[src/rtl/rv_pkg.sv]
// Shared constants and helpers for the fetch-side branch predictor.
package rv_pkg;

  localparam logic [31:0] RV_RESET_PC = 32'h0000_0000;
  localparam logic [31:0] ZERO_INSTR  = 32'h0000_0000;
  localparam logic [31:0] NOP_INSTR   = 32'h0000_0013;

  typedef enum logic [1:0] {
    SNT = 2'b00,
    WNT = 2'b01,
    WT  = 2'b10,
    ST  = 2'b11
  } bht_state_e;

  // Saturating 2-bit counter step toward the resolved outcome.
  function automatic logic [1:0] bht_next(input logic [1:0] cnt, input logic taken);
    logic [1:0] res;
    res = cnt;
    if (taken) begin
      if (cnt != ST) res = cnt + 2'd1;
    end else begin
      if (cnt != SNT) res = cnt - 2'd1;
    end
    return res;
  endfunction

endpackage

[src/rtl/bp_table.sv]
// Direct-mapped BHT + BTB with one lookup port and one training port.
module bp_table
  import rv_pkg::*;
#(
  parameter int IDX_W = 4,
  parameter int TAG_W = 8
) (
  input  logic              clk,
  input  logic              rst,
  input  logic [IDX_W-1:0]  lookup_idx,
  input  logic [TAG_W-1:0]  lookup_tag,
  output logic              pred_taken,
  output logic [31:0]       pred_target,
  input  logic              upd_valid,
  input  logic [IDX_W-1:0]  upd_idx,
  input  logic [TAG_W-1:0]  upd_tag,
  input  logic              upd_taken,
  input  logic [31:0]       upd_target
);

  localparam int ENTRIES = 2 ** IDX_W;

  logic [1:0]       bht        [ENTRIES];
  logic             btb_valid  [ENTRIES];
  logic [TAG_W-1:0] btb_tag    [ENTRIES];
  logic [31:0]      btb_target [ENTRIES];

  logic btb_hit;

  // Lookup reads pre-update contents; a same-cycle update shows up next cycle.
  assign btb_hit     = btb_valid[lookup_idx] && (btb_tag[lookup_idx] == lookup_tag);
  assign pred_taken  = btb_hit && bht[lookup_idx][1];
  assign pred_target = btb_target[lookup_idx];

  always_ff @(posedge clk) begin
    if (rst) begin
      for (int i = 0; i < ENTRIES; i++) begin
        bht[i[IDX_W-1:0]]       <= WNT;
        btb_valid[i[IDX_W-1:0]] <= 1'b0;
      end
    end else if (upd_valid) begin
      bht[upd_idx] <= bht_next(bht[upd_idx], upd_taken);
      if (upd_taken) btb_valid[upd_idx] <= 1'b1;
    end
  end

  // Tag/target need no reset: they are only observed behind btb_valid.
  always_ff @(posedge clk) begin
    if (!rst && upd_valid && upd_taken) begin
      btb_tag[upd_idx]    <= upd_tag;
      btb_target[upd_idx] <= upd_target;
    end
  end

endmodule

[src/rtl/if_stage_bp.sv]
// Fetch stage: PC register, predicted next-PC selection and the IF/ID register.
module if_stage_bp
  import rv_pkg::*;
#(
  parameter logic [31:0] RESET_PC = RV_RESET_PC,
  parameter int          IDX_W    = 4,
  parameter int          TAG_W    = 8
) (
  input  logic        clk,
  input  logic        rst,
  input  logic        stall,
  input  logic        flush,
  input  logic [31:0] redirect_pc,
  output logic [31:0] imem_addr,
  input  logic [31:0] imem_rdata,
  input  logic        upd_valid,
  input  logic [31:0] upd_pc,
  input  logic        upd_taken,
  input  logic [31:0] upd_target,
  output logic [31:0] pc_ID,
  output logic [31:0] instr_ID,
  output logic        BP_ID,
  output logic        valid_ID
);

  logic [31:0] pc_q;
  logic [31:0] next_pc;
  logic        pred_taken;
  logic [31:0] pred_target;
  logic        unused_upd_pc_bits;

  assign imem_addr = pc_q;

  bp_table #(
    .IDX_W(IDX_W),
    .TAG_W(TAG_W)
  ) u_bp_table (
    .clk        (clk),
    .rst        (rst),
    .lookup_idx (pc_q[IDX_W+1:2]),
    .lookup_tag (pc_q[IDX_W+TAG_W+1:IDX_W+2]),
    .pred_taken (pred_taken),
    .pred_target(pred_target),
    .upd_valid  (upd_valid),
    .upd_idx    (upd_pc[IDX_W+1:2]),
    .upd_tag    (upd_pc[IDX_W+TAG_W+1:IDX_W+2]),
    .upd_taken  (upd_taken),
    .upd_target (upd_target)
  );

  assign unused_upd_pc_bits = ^{upd_pc[31:IDX_W+TAG_W+2], upd_pc[1:0]};

  assign next_pc = pred_taken ? pred_target : pc_q + 32'd4;

  // Flush beats stall: a mispredict must redirect even while ID is held.
  always_ff @(posedge clk) begin
    if (rst) begin
      pc_q     <= RESET_PC;
      pc_ID    <= 32'd0;
      instr_ID <= ZERO_INSTR;
      BP_ID    <= 1'b0;
      valid_ID <= 1'b0;
    end else if (flush) begin
      pc_q     <= redirect_pc;
      pc_ID    <= 32'd0;
      instr_ID <= ZERO_INSTR;
      BP_ID    <= 1'b0;
      valid_ID <= 1'b0;
    end else if (!stall) begin
      pc_q     <= next_pc;
      pc_ID    <= pc_q;
      instr_ID <= imem_rdata;
      BP_ID    <= pred_taken;
      valid_ID <= 1'b1;
    end
  end

endmodule

[config.mk]
export PLATFORM = sky130hd
export DESIGN_NAME = if_stage_bp
export DESIGN_NICKNAME = d
export VERILOG_FILES = /design/src/rtl/rv_pkg.sv /design/src/rtl/bp_table.sv /design/src/rtl/if_stage_bp.sv
export SDC_FILE = /design/constraint.sdc
export NUM_CORES = 1
export LEC_CHECK = 0
export ABC_CLOCK_PERIOD_IN_PS = 13960
export BUFFER_PORTS_ARGS = -buffer_cell sky130_fd_sc_hd__buf_4
export CAP_MARGIN = 40
export CORE_MARGIN = 3
export CORE_UTILIZATION = 35
export CTS_CLUSTER_SIZE = 14
export DETAILED_ROUTE_END_ITERATION = 6
export PLACE_DENSITY = 0.47
export SYNTH_ARGS = -nofsm -noshare
export SYNTH_HDL_FRONTEND = slang
export SYNTH_SLANG_ARGS = --single-unit
[constraint.sdc]
create_clock -name clk -period 13.96 [get_ports clk]
set_input_delay 4.188 -clock clk [delete_from_list [all_inputs] [get_ports clk]]
set_output_delay 4.188 -clock clk [all_outputs]
set_load 0.01 [all_outputs]
==> impl_metrics.json, run 1 <==
{
  "run_status": "finished clean",
  "hp-class": "reg2reg",
  "htree_num_levels": 3,
  "critical_path_required_ns": 14.48,
  "antenna_left": 0,
  "yosysSeqAreaShare": 0.724,
  "fin_setup_tns_ns": 0,
  "worst_clock_skew_ns": 0.0212,
  "drt_first_pass_iters": 6,
  "synth_top_family_by_area": "multiplexers",
  "largest_net_degree_at_the_start_of_global_routing": 91,
  "antenna_found_initial": 13,
  "cts_made_buffers": 86,
  "dr.first_iter.drc_count": 1366,
  "placement_rows": 108,
  "synth_top_cell_by_area": "sky130_fd_sc_hd__edfxtp_1",
  "post_synth.cell_area_avg_um2": 18.8,
  "r2r.worst_path.cells": 8,
  "fmax_ghz": 0.161,
  "layout.cells.most_common_list": "sky130_fd_sc_hd__edfxtp_1 (672), sky130_fd_sc_hd__buf_4 (241), sky130_fd_sc_hd__mux4_2 (198)",
  "max_cap_violations": 0,
  "finalMaxSlewViolations": 0,
  "whs_path_depth": 1,
  "worst_hold_path.endpoint": "u_bp_table.btb_valid[14]",
  "clock_tree_from_tritoncts": "built",
  "report.final.setup_viol": 0,
  "clk_path_buf_depth": 3,
  "portBuffers": 211,
  "num-nets-final": 2040,
  "synthesized_instance_count": 1655,
  "cts-root-buf": "sky130_fd_sc_hd__clkbuf_16",
  "die_area_um2": 92600,
  "path_class": "in2reg",
  "drc_viols": 0,
  "reg2reg_to": "imem_addr[23]",
  "synth_ff_type": "sky130_fd_sc_hd__edfxtp_1",
  "overflow": 0,
  "synthXorXnorAreaFrac": 0.00418,
  "worst_ep_arrival_time_ns": 6.72,
  "routabilityCongestion": 0.787,
  "finalHoldWorstSlack_ns": 0.449,
  "area_growth_synth_to_finish_pct": 19.9,
  "netlist.area_leader.share": 0.648,
  "r2r_setup_slack_ns": 9.17,
  "worstSkewPairLatency_ns": 0.63,
  "detail_route.wl_per_cell_um": 27.4,
  "cellPowerDensity_nw_per_um2": 138,
  "worstHoldStart": "u_bp_table.btb_valid[14]",
  "fraction_of_final_layout_cells_sized_beyond_drive_strength_1": 0.321,
  "std_cell_core_area_um2": 87400,
  "design.portCount": 232,
  "synth_fp_nets": 1790,
  "tritoncts_num_sinks": 790,
  "filler_cell_count": 7738,
  "final_util": 0.427,
  "synth.cell_area_um2": 31100,
  "grt_util_all_layers": 0.184,
  "floorplan.initialDensity": 0.356,
  "timing_worst_slew_pin_value_ns": 0.796,
  "vias_per_cell": 5.33,
  "synth-simple-area-share": 0.0436,
  "time_the_final_worst_path_needs_with_i_o_delays_and_setup_ns": 6.20,
  "asyncSetResetFlopFracSynth": 0,
  "hold_viol_final": 0,
  "yosys-mux-area-fraction": 0.184,
  "floorplan.die.width_um": 304,
  "min_period_over_period": 0.444,
  "reg_clk_slew_reported_paths_ns": 0.06,
  "ys.warnings.count": 0,
  "vdd_drop_max_mv": 0.0765,
  "max_slew_margin": 0.468,
  "synth_cell_types": 61,
  "power.leakage_uw": 0.0123,
  "worst_setup_path_end_kind": "flop",
  "synth-adder-area-share": 0.00104,
  "global_route_wire_length_before_repair_um": 125000,
  "synth.ff_latch_count": 790,
  "synth_enable_flop_cells": 672,
  "grt_setup_unrepaired": "no",
  "synth_compound_area_frac": 0.0272,
  "timing.critical_path.from": "stall",
  "detailroute.via_count": 16700,
  "post_synth_main_area_contributors": "sky130_fd_sc_hd__edfxtp_1 (65%), sky130_fd_sc_hd__mux4_2 (14%), sky130_fd_sc_hd__dfxtp_1 (7.6%)",
  "post_cts_setup_inserts": 0,
  "postCtsHoldBufs": 0,
  "timing.critical_path.from_type": "input port",
  "layout.cells.most_common": "sky130_fd_sc_hd__edfxtp_1",
  "total_wirelength_um": 85800,
  "dpl.hpwl_um": 52300,
  "first_global_vias": 17100,
  "cts_repair_resize_count": 0,
  "crit_path_max_fanout": 58,
  "die_y_um": 304
}
worst max-delay path by stage:
stage / end / slack, ns / depth (start not counted)
after floorplan: u_bp_table.btb_tag[0][0] / 4.56 / 4
after global placement: imem_addr[16] / 7.15 / 8
after detailed placement: imem_addr[16] / 7.09 / 8
after CTS: imem_addr[16] / 7.76 / 8
after global routing: imem_addr[16] / 7.63 / 8
final: imem_addr[16] / 7.76 / 8
power by group:
part / total, µW / internal, µW / leakage, µW / switching, µW
clock network: 2190 / 1260 / 0.00132 / 927
registers: 2620 / 2580 / 0.00700 / 30.7
logic: 339 / 154 / 0.00400 / 185
through the flow:
| step | setup WS, ns | instance area, µm² | total power [µW] | cells |
|---|---|---|---|---|
| floorplan | 4.56 | 31100 | 2850 | 1655 |
| global placement | 7.15 | 34100 | 3000 | 2950 |
| detailed placement | 7.09 | 34600 | 3010 | 2972 |
| CTS | 7.76 | 37300 | 5210 | 3129 |
| global route | 7.63 | 37300 | 5330 | 3129 |
| finish | 7.76 | 37300 | 5140 | 3131 |
critical path, cell delays in order:
cell and delay [ns]:
sky130_fd_sc_hd__buf_6 0.52, sky130_fd_sc_hd__buf_4 0.69, sky130_fd_sc_hd__inv_1 0.21, sky130_fd_sc_hd__buf_4 0.30, sky130_fd_sc_hd__nand4_1 0.17, sky130_fd_sc_hd__xor2_1 0.27, sky130_fd_sc_hd__mux2i_1 0.13, sky130_fd_sc_hd__a22o_1 0.18
layout make-up:
type / count / area, µm² / share of cell area
diodes: 2 / 5.00 / 0.000134
clock buffers: 115 / 2300 / 0.0617
clock inverters: 42 / 393 / 0.0105
inverters: 10 / 38.8 / 0.00104
multi-input cells: 753 / 8210 / 0.220
flip-flops and latches: 790 / 22600 / 0.604
well taps: 1155 / 1450 / 0.0387
repair buffers: 264 / 2370 / 0.0635
logic make-up (layout without fill, tap and decap cells):
| logic type | Yosys count | count (layout) |
|---|---|---|
| buffers and inverters | 112 | 431 |
| xor gates and xnor gates | 14 | 14 |
| muxes | 318 | 318 |
| adders and majority gates | 3 | 3 |
| DFF | 790 | 790 |
| and+or+nand+nor | 297 | 297 |
| AOI/OAI and AO/OA | 121 | 121 |
| other | 0 | 2 |
synthesized netlist by cell type, types with 14 or more instances:
library cell / number
sky130_fd_sc_hd__mux2_2: 14
sky130_fd_sc_hd__buf_2: 29
sky130_fd_sc_hd__nor4_1: 16
sky130_fd_sc_hd__o21ai_0: 32
sky130_fd_sc_hd__edfxtp_1: 672
sky130_fd_sc_hd__buf_1: 15
sky130_fd_sc_hd__mux4_2: 198
sky130_fd_sc_hd__a21oi_1: 15
sky130_fd_sc_hd__clkbuf_1: 53
sky130_fd_sc_hd__a21o_1: 18
sky130_fd_sc_hd__nor3_1: 45
sky130_fd_sc_hd__nand3_1: 14
sky130_fd_sc_hd__dfxtp_1: 118
sky130_fd_sc_hd__mux2i_1: 102
sky130_fd_sc_hd__nand2_1: 81
sky130_fd_sc_hd__nor2_1: 100
sequential cells by signal, summed over array words and instances (netlist names), named ones only:
name and flops:
BP_ID 1, u_bp_table.btb_valid 16, u_bp_table.bht 32, u_bp_table.btb_tag 128
imem_addr 32, u_bp_table.btb_target 512, pc_ID 32, valid_ID 1
instr_ID 32
per-layer routing:
metal / global-route usage / part of all wire
met5: 0 / 0.00055
met4: 0.0390 / 0.014
met3: 0.0359 / 0.058
met2: 0.292 / 0.47
met1: 0.264 / 0.46
(Power assumes the default switching activity.)
==> run 2: changes to the inputs <==
--- a/config.mk
+++ b/config.mk
@@ -5,7 +5,7 @@
 export SDC_FILE = /design/constraint.sdc
 export NUM_CORES = 1
 export LEC_CHECK = 0
-export ABC_CLOCK_PERIOD_IN_PS = 13960
+export ABC_CLOCK_PERIOD_IN_PS = 5800
 export BUFFER_PORTS_ARGS = -buffer_cell sky130_fd_sc_hd__buf_4
 export CAP_MARGIN = 40
 export CORE_MARGIN = 3
==> constraint.sdc (replaced) <==
create_clock -name clk -period 5.8 [get_ports clk]
set_input_delay 1.74 -clock clk [delete_from_list [all_inputs] [get_ports clk]]
set_output_delay 1.74 -clock clk [all_outputs]
set_load 0.01 [all_outputs]
==> impl_metrics.json, run 2 (synthesis gave the netlist of run 1 again) <==
{
  "num-nets-final": 2036,
  "p_int_uw": 9790,
  "largest_register_ff_count": 512,
  "critPathMaxStageDelay_ns": 0.80,
  "antenna_found_initial": 9,
  "routabilityCongestion": 0.797,
  "overflow": 0,
  "postCtsHoldBufs": 0,
  "power_frac_comb": 0.065,
  "clk_path_buf_depth": 3,
  "fin_setup_tns_ns": 0,
  "clock_tree_from_tritoncts": "built",
  "register_area_um2": 22600,
  "finalHoldWorstSlack_ns": 0.450,
  "cts_repair_resize_count": 0,
  "drc_viols": 0,
  "layout.cells.most_common_list": "sky130_fd_sc_hd__edfxtp_1 (672), sky130_fd_sc_hd__buf_4 (236), sky130_fd_sc_hd__mux4_2 (198)",
  "floorplan.die.width_um": 304,
  "top_register": "u_bp_table.btb_target",
  "vdd_drop_max_mv": 0.231,
  "drt_first_pass_iters": 5,
  "vias_per_cell": 5.35,
  "hp-class": "reg2reg",
  "max_cap_violations": 0,
  "total_wirelength_um": 86100,
  "clock_power_share": 0.433,
  "detailroute.via_count": 16700,
  "switchingPower_uw": 2760,
  "fmax_ghz": 0.233,
  "max_slew_margin": 0.408,
  "critical_path_required_ns": 6.35,
  "r2r_setup_slack_ns": 1.50,
  "cts-root-buf": "sky130_fd_sc_hd__clkbuf_16",
  "largest_net_degree_at_the_start_of_global_routing": 73,
  "filler_cell_count": 7712,
  "finish.instance_area_um2": 37300,
  "power.leakage_uw": 0.0123,
  "worst_setup_path_end_kind": "flop",
  "placedInstanceArea_um2": 34500,
  "power.share.sequential": 0.502,
  "worst-path-buf-inv": 1,
  "dpl.hpwl_um": 49000,
  "worst_clock_skew_ns": 0.0197,
  "design.portCount": 232,
  "grt_util_all_layers": 0.185,
  "post_cts_setup_inserts": 0,
  "timing.critical_path.from_type": "flop",
  "grt_setup_unrepaired": "no",
  "timing_worst_slew_pin_value_ns": 0.883,
  "first_global_vias": 17200,
  "antenna_left": 0,
  "tritoncts_num_sinks": 790,
  "htree_num_levels": 3,
  "global_route_wire_length_before_repair_um": 125000,
  "std_cell_core_area_um2": 87400,
  "placement_rows": 108,
  "die_y_um": 304,
  "timing.critical_path.cells": "mux4_1, mux4_2, xnor2_2, o2111ai_4, nor3_4, buf_4, mux2_2, o21ai_0",
  "cts_made_buffers": 88,
  "path_class": "reg2reg",
  "switching_share": 0.220,
  "reg_clk_slew_reported_paths_ns": 0.06,
  "time_the_final_worst_path_needs_with_i_o_delays_and_setup_ns": 4.30,
  "largestRegisters": "u_bp_table.btb_target: 512 flops, u_bp_table.btb_tag: 128 flops",
  "layout.cells.most_common": "sky130_fd_sc_hd__edfxtp_1",
  "dp_worst_setup_slack_ns": 1.52,
  "worstSkewPairLatency_ns": 0.63,
  "worst_ep_arrival_time_ns": 4.85,
  "crit_path_max_fanout": 35,
  "hold_viol_final": 0,
  "run_status": "finished clean",
  "dr.first_iter.drc_count": 1390,
  "multi_input_area_um2": 8240,
  "area_growth_synth_to_finish_pct": 19.9,
  "timing.critical_path.max_delay_family": "multiplexers",
  "min_period_over_period": 0.741,
  "detail_route.wl_per_cell_um": 27.5,
  "final_util": 0.427,
  "floorplan.initialDensity": 0.356,
  "fraction_of_final_layout_cells_sized_beyond_drive_strength_1": 0.321,
  "crit_slowest_cell": "sky130_fd_sc_hd__dfxtp_4",
  "report.final.setup_viol": 0,
  "die_area_um2": 92600,
  "portBuffers": 211,
  "finalMaxSlewViolations": 0,
  "finalWorstSetupSlack_ns": 1.50,
  "cellPowerDensity_nw_per_um2": 336
}
[run 2: cell type report]
type | count | area share
Antenna cell | 1 | 0.0000670
Clock buffer | 116 | 0.0636
Clock inverter | 45 | 0.0119
Inverter | 10 | 0.00104
Multi-Input combinational cell | 753 | 0.221
Sequential cell | 790 | 0.604
Tap cell | 1155 | 0.0387
Timing Repair Buffer | 258 | 0.0598
[run 2: worst register-to-register path, stage by stage, from the launching register on]
cell and delay [ns]:
sky130_fd_sc_hd__dfxtp_4 0.80, sky130_fd_sc_hd__mux4_1 0.73, sky130_fd_sc_hd__mux4_2 0.59, sky130_fd_sc_hd__xnor2_2 0.20, sky130_fd_sc_hd__o2111ai_4 0.27, sky130_fd_sc_hd__nor3_4 0.79, sky130_fd_sc_hd__buf_4 0.33, sky130_fd_sc_hd__mux2_2 0.35
sky130_fd_sc_hd__o21ai_0 0.15
[run 2: metrics by stage]
step	instances	total power, µW
after global routing	3127	13000
final	3128	12500
after global placement	2958	7230
after CTS	3127	12700
after detailed placement	2966	7250
after floorplan	1655	6860
[run 2: per-layer routing]
metal / up-vias / global-route usage / part of all wire
met1: 8868 / 0.266 / 0.45
li1: 7224 / - / -
met4: 6 / 0.0436 / 0.017
met3: 98 / 0.0321 / 0.061
met5: - / 0 / 0.00039
met2: 545 / 0.293 / 0.47
[run 2: final timing paths]
kind / startpoint / endpoint / cells after the start
worst max-delay path: flop / imem_addr[26] / 8
worst max register to register: flop / imem_addr[26] / 8
worst min-delay path: u_bp_table.btb_valid[13] / u_bp_table.btb_valid[13] / 1
worst min register to register: u_bp_table.btb_valid[13] / u_bp_table.btb_valid[13] / 1
[run 2: power groups by stage]
stage | clock network [µW] | logic (µW) | registers, µW
floorplan | 0 | 478 | 6380
global placement | 0 | 804 | 6430
detailed placement | 0 | 833 | 6420
CTS | 5610 | 835 | 6300
global route | 5820 | 882 | 6300
finish | 5430 | 818 | 6300
==> run 3: changes to the inputs <==
--- a/config.mk
+++ b/config.mk
@@ -5,7 +5,7 @@
 export SDC_FILE = /design/constraint.sdc
 export NUM_CORES = 1
 export LEC_CHECK = 0
-export ABC_CLOCK_PERIOD_IN_PS = 5800
+export ABC_CLOCK_PERIOD_IN_PS = 4200
 export BUFFER_PORTS_ARGS = -buffer_cell sky130_fd_sc_hd__buf_4
 export CAP_MARGIN = 40
 export CORE_MARGIN = 3
==> constraint.sdc (replaced) <==
create_clock -name clk -period 4.2 [get_ports clk]
set_input_delay 1.26 -clock clk [delete_from_list [all_inputs] [get_ports clk]]
set_output_delay 1.26 -clock clk [all_outputs]
set_load 0.01 [all_outputs]
==> impl_metrics.json, run 3 (synthesis gave the netlist of run 1 again) <==
{
  "run_status": "finished clean",
  "hold_viol_final": 0,
  "design.portCount": 232,
  "max_cap_violations": 0,
  "worst_ep_arrival_time_ns": 4.12,
  "filler_cell_count": 7698,
  "switchingPower_uw": 3820,
  "min_period_over_period": 0.863,
  "top_register": "u_bp_table.btb_target",
  "fraction_of_final_layout_cells_sized_beyond_drive_strength_1": 0.326,
  "vdd_drop_max_mv": 0.317,
  "routabilityCongestion": 0.795,
  "htree_num_levels": 3,
  "num-nets-final": 2051,
  "grt_util_all_layers": 0.185,
  "power.share.sequential": 0.503,
  "placement_rows": 108,
  "drc_viols": 0,
  "antenna_left": 0,
  "finalWorstSetupSlack_ns": 0.575,
  "finalMaxSlewViolations": 0,
  "drt_first_pass_iters": 6,
  "floorplan.initialDensity": 0.356,
  "timing_worst_slew_pin_value_ns": 0.842,
  "power_frac_comb": 0.068,
  "hp-class": "reg2reg",
  "antenna_found_initial": 6,
  "worst_clock_skew_ns": 0.0261,
  "cts_repair_resize_count": 0,
  "area_growth_synth_to_finish_pct": 20.4,
  "total_wirelength_um": 86600,
  "p_int_uw": 13500,
  "worst_setup_path_end_kind": "flop",
  "portBuffers": 211,
  "first_global_vias": 17400,
  "crit_path_max_fanout": 15,
  "die_y_um": 304,
  "switching_share": 0.221,
  "cts-root-buf": "sky130_fd_sc_hd__clkbuf_16",
  "reg_clk_slew_reported_paths_ns": 0.06,
  "final_util": 0.429,
  "cts_made_buffers": 89,
  "overflow": 0,
  "dp_worst_setup_slack_ns": 0.559,
  "largest_register_ff_count": 512,
  "clk_path_buf_depth": 3,
  "floorplan.die.width_um": 304,
  "path_class": "reg2reg",
  "dpl.hpwl_um": 50200,
  "report.final.setup_viol": 0,
  "clock_power_share": 0.430,
  "fmax_ghz": 0.276,
  "detail_route.wl_per_cell_um": 27.6,
  "largest_net_degree_at_the_start_of_global_routing": 66,
  "grt_setup_unrepaired": "no",
  "worstSkewPairLatency_ns": 0.63,
  "layout.cells.most_common_list": "sky130_fd_sc_hd__edfxtp_1 (672), sky130_fd_sc_hd__buf_4 (248), sky130_fd_sc_hd__mux4_2 (198)",
  "post_cts_setup_inserts": 0,
  "power.leakage_uw": 0.0124,
  "cellPowerDensity_nw_per_um2": 461,
  "detailroute.via_count": 16800,
  "tritoncts_num_sinks": 790,
  "layout.cells.most_common": "sky130_fd_sc_hd__edfxtp_1",
  "largestRegisters": "u_bp_table.btb_target: 512 flops, u_bp_table.btb_tag: 128 flops",
  "global_route_wire_length_before_repair_um": 126000,
  "max_slew_margin": 0.439,
  "fin_setup_tns_ns": 0,
  "total_power_uw": 17300,
  "timing.critical_path.from_type": "flop",
  "std_cell_core_area_um2": 87400,
  "dr.first_iter.drc_count": 1422,
  "postCtsHoldBufs": 0,
  "vias_per_cell": 5.33,
  "finalHoldWorstSlack_ns": 0.452,
  "clock_tree_from_tritoncts": "built",
  "die_area_um2": 92600,
  "critical_path_required_ns": 4.69,
  "time_the_final_worst_path_needs_with_i_o_delays_and_setup_ns": 3.63
}
-- run 3: changes by cell type in the layout (fill, tap and decap cells not counted), sizes merged --
cell      previous run  this run
diode                1         2
clkinv              35        41
clkinvlp             2         4
inv                 11        10
buf                258       272
bufinv               7         5
clkbuf             116       112
-- run 3: area by class of cell --
cell class                      instances  area (µm²)  share of cell area
Antenna cell                            2        5.00            0.000134
Multi-Input combinational cell        753        8300               0.221
Tap cell                             1155        1450              0.0386
Clock inverter                         50         405              0.0108
Timing Repair Buffer                  272        2330              0.0623
Sequential cell                       790       22600               0.602
Clock buffer                          112        2390              0.0639
Inverter                               10        38.8             0.00104
-- run 3: per-stage QoR --
stage               std cells  cell area (µm²)
finish                   3144            37500
global route             3142            37500
CTS                      3142            37500
detailed placement       2980            34700
global placement         2979            34600
floorplan                1655            31200
-- run 3: per-layer routing --
metal / wire length, µm / track usage / part of all wire
met1: 39500 / 0.262 / 0.46
met2: 41200 / 0.300 / 0.48
met3: 4630 / 0.0328 / 0.053
met4: 1300 / 0.0404 / 0.015
met5: 0 / 0 / 0
-- run 3: final timing paths --
check | start | endpoint | slack (ns) | depth (start not counted)
min | u_bp_table.btb_valid[10] | u_bp_table.btb_valid[10] | 0.45 | 1
min reg2reg | u_bp_table.btb_valid[10] | u_bp_table.btb_valid[10] | 0.45 | 1
max | flop | flop | 0.57 | 10
max reg2reg | flop | flop | 0.57 | 10
-- run 3: power groups by stage --
stage / logic, µW / clock network [µW] / registers (µW)
after floorplan: 665 / 0 / 8820
after global placement: 1170 / 0 / 8840
after detailed placement: 1190 / 0 / 8850
after CTS: 1190 / 7650 / 8680
after global routing: 1250 / 7950 / 8690
final: 1170 / 7420 / 8680
-- run 3: critical path, cell delays in order (launching register included) --
cell and delay, ns:
sky130_fd_sc_hd__dfxtp_4 0.53, sky130_fd_sc_hd__buf_4 0.34, sky130_fd_sc_hd__mux4_1 0.59, sky130_fd_sc_hd__mux2i_1 0.27
sky130_fd_sc_hd__o221ai_1 0.18, sky130_fd_sc_hd__nor3b_1 0.22, sky130_fd_sc_hd__o21ai_1 0.11, sky130_fd_sc_hd__or3_1 0.62
sky130_fd_sc_hd__buf_4 0.27, sky130_fd_sc_hd__o2111ai_1 0.20, sky130_fd_sc_hd__a21oi_1 0.14
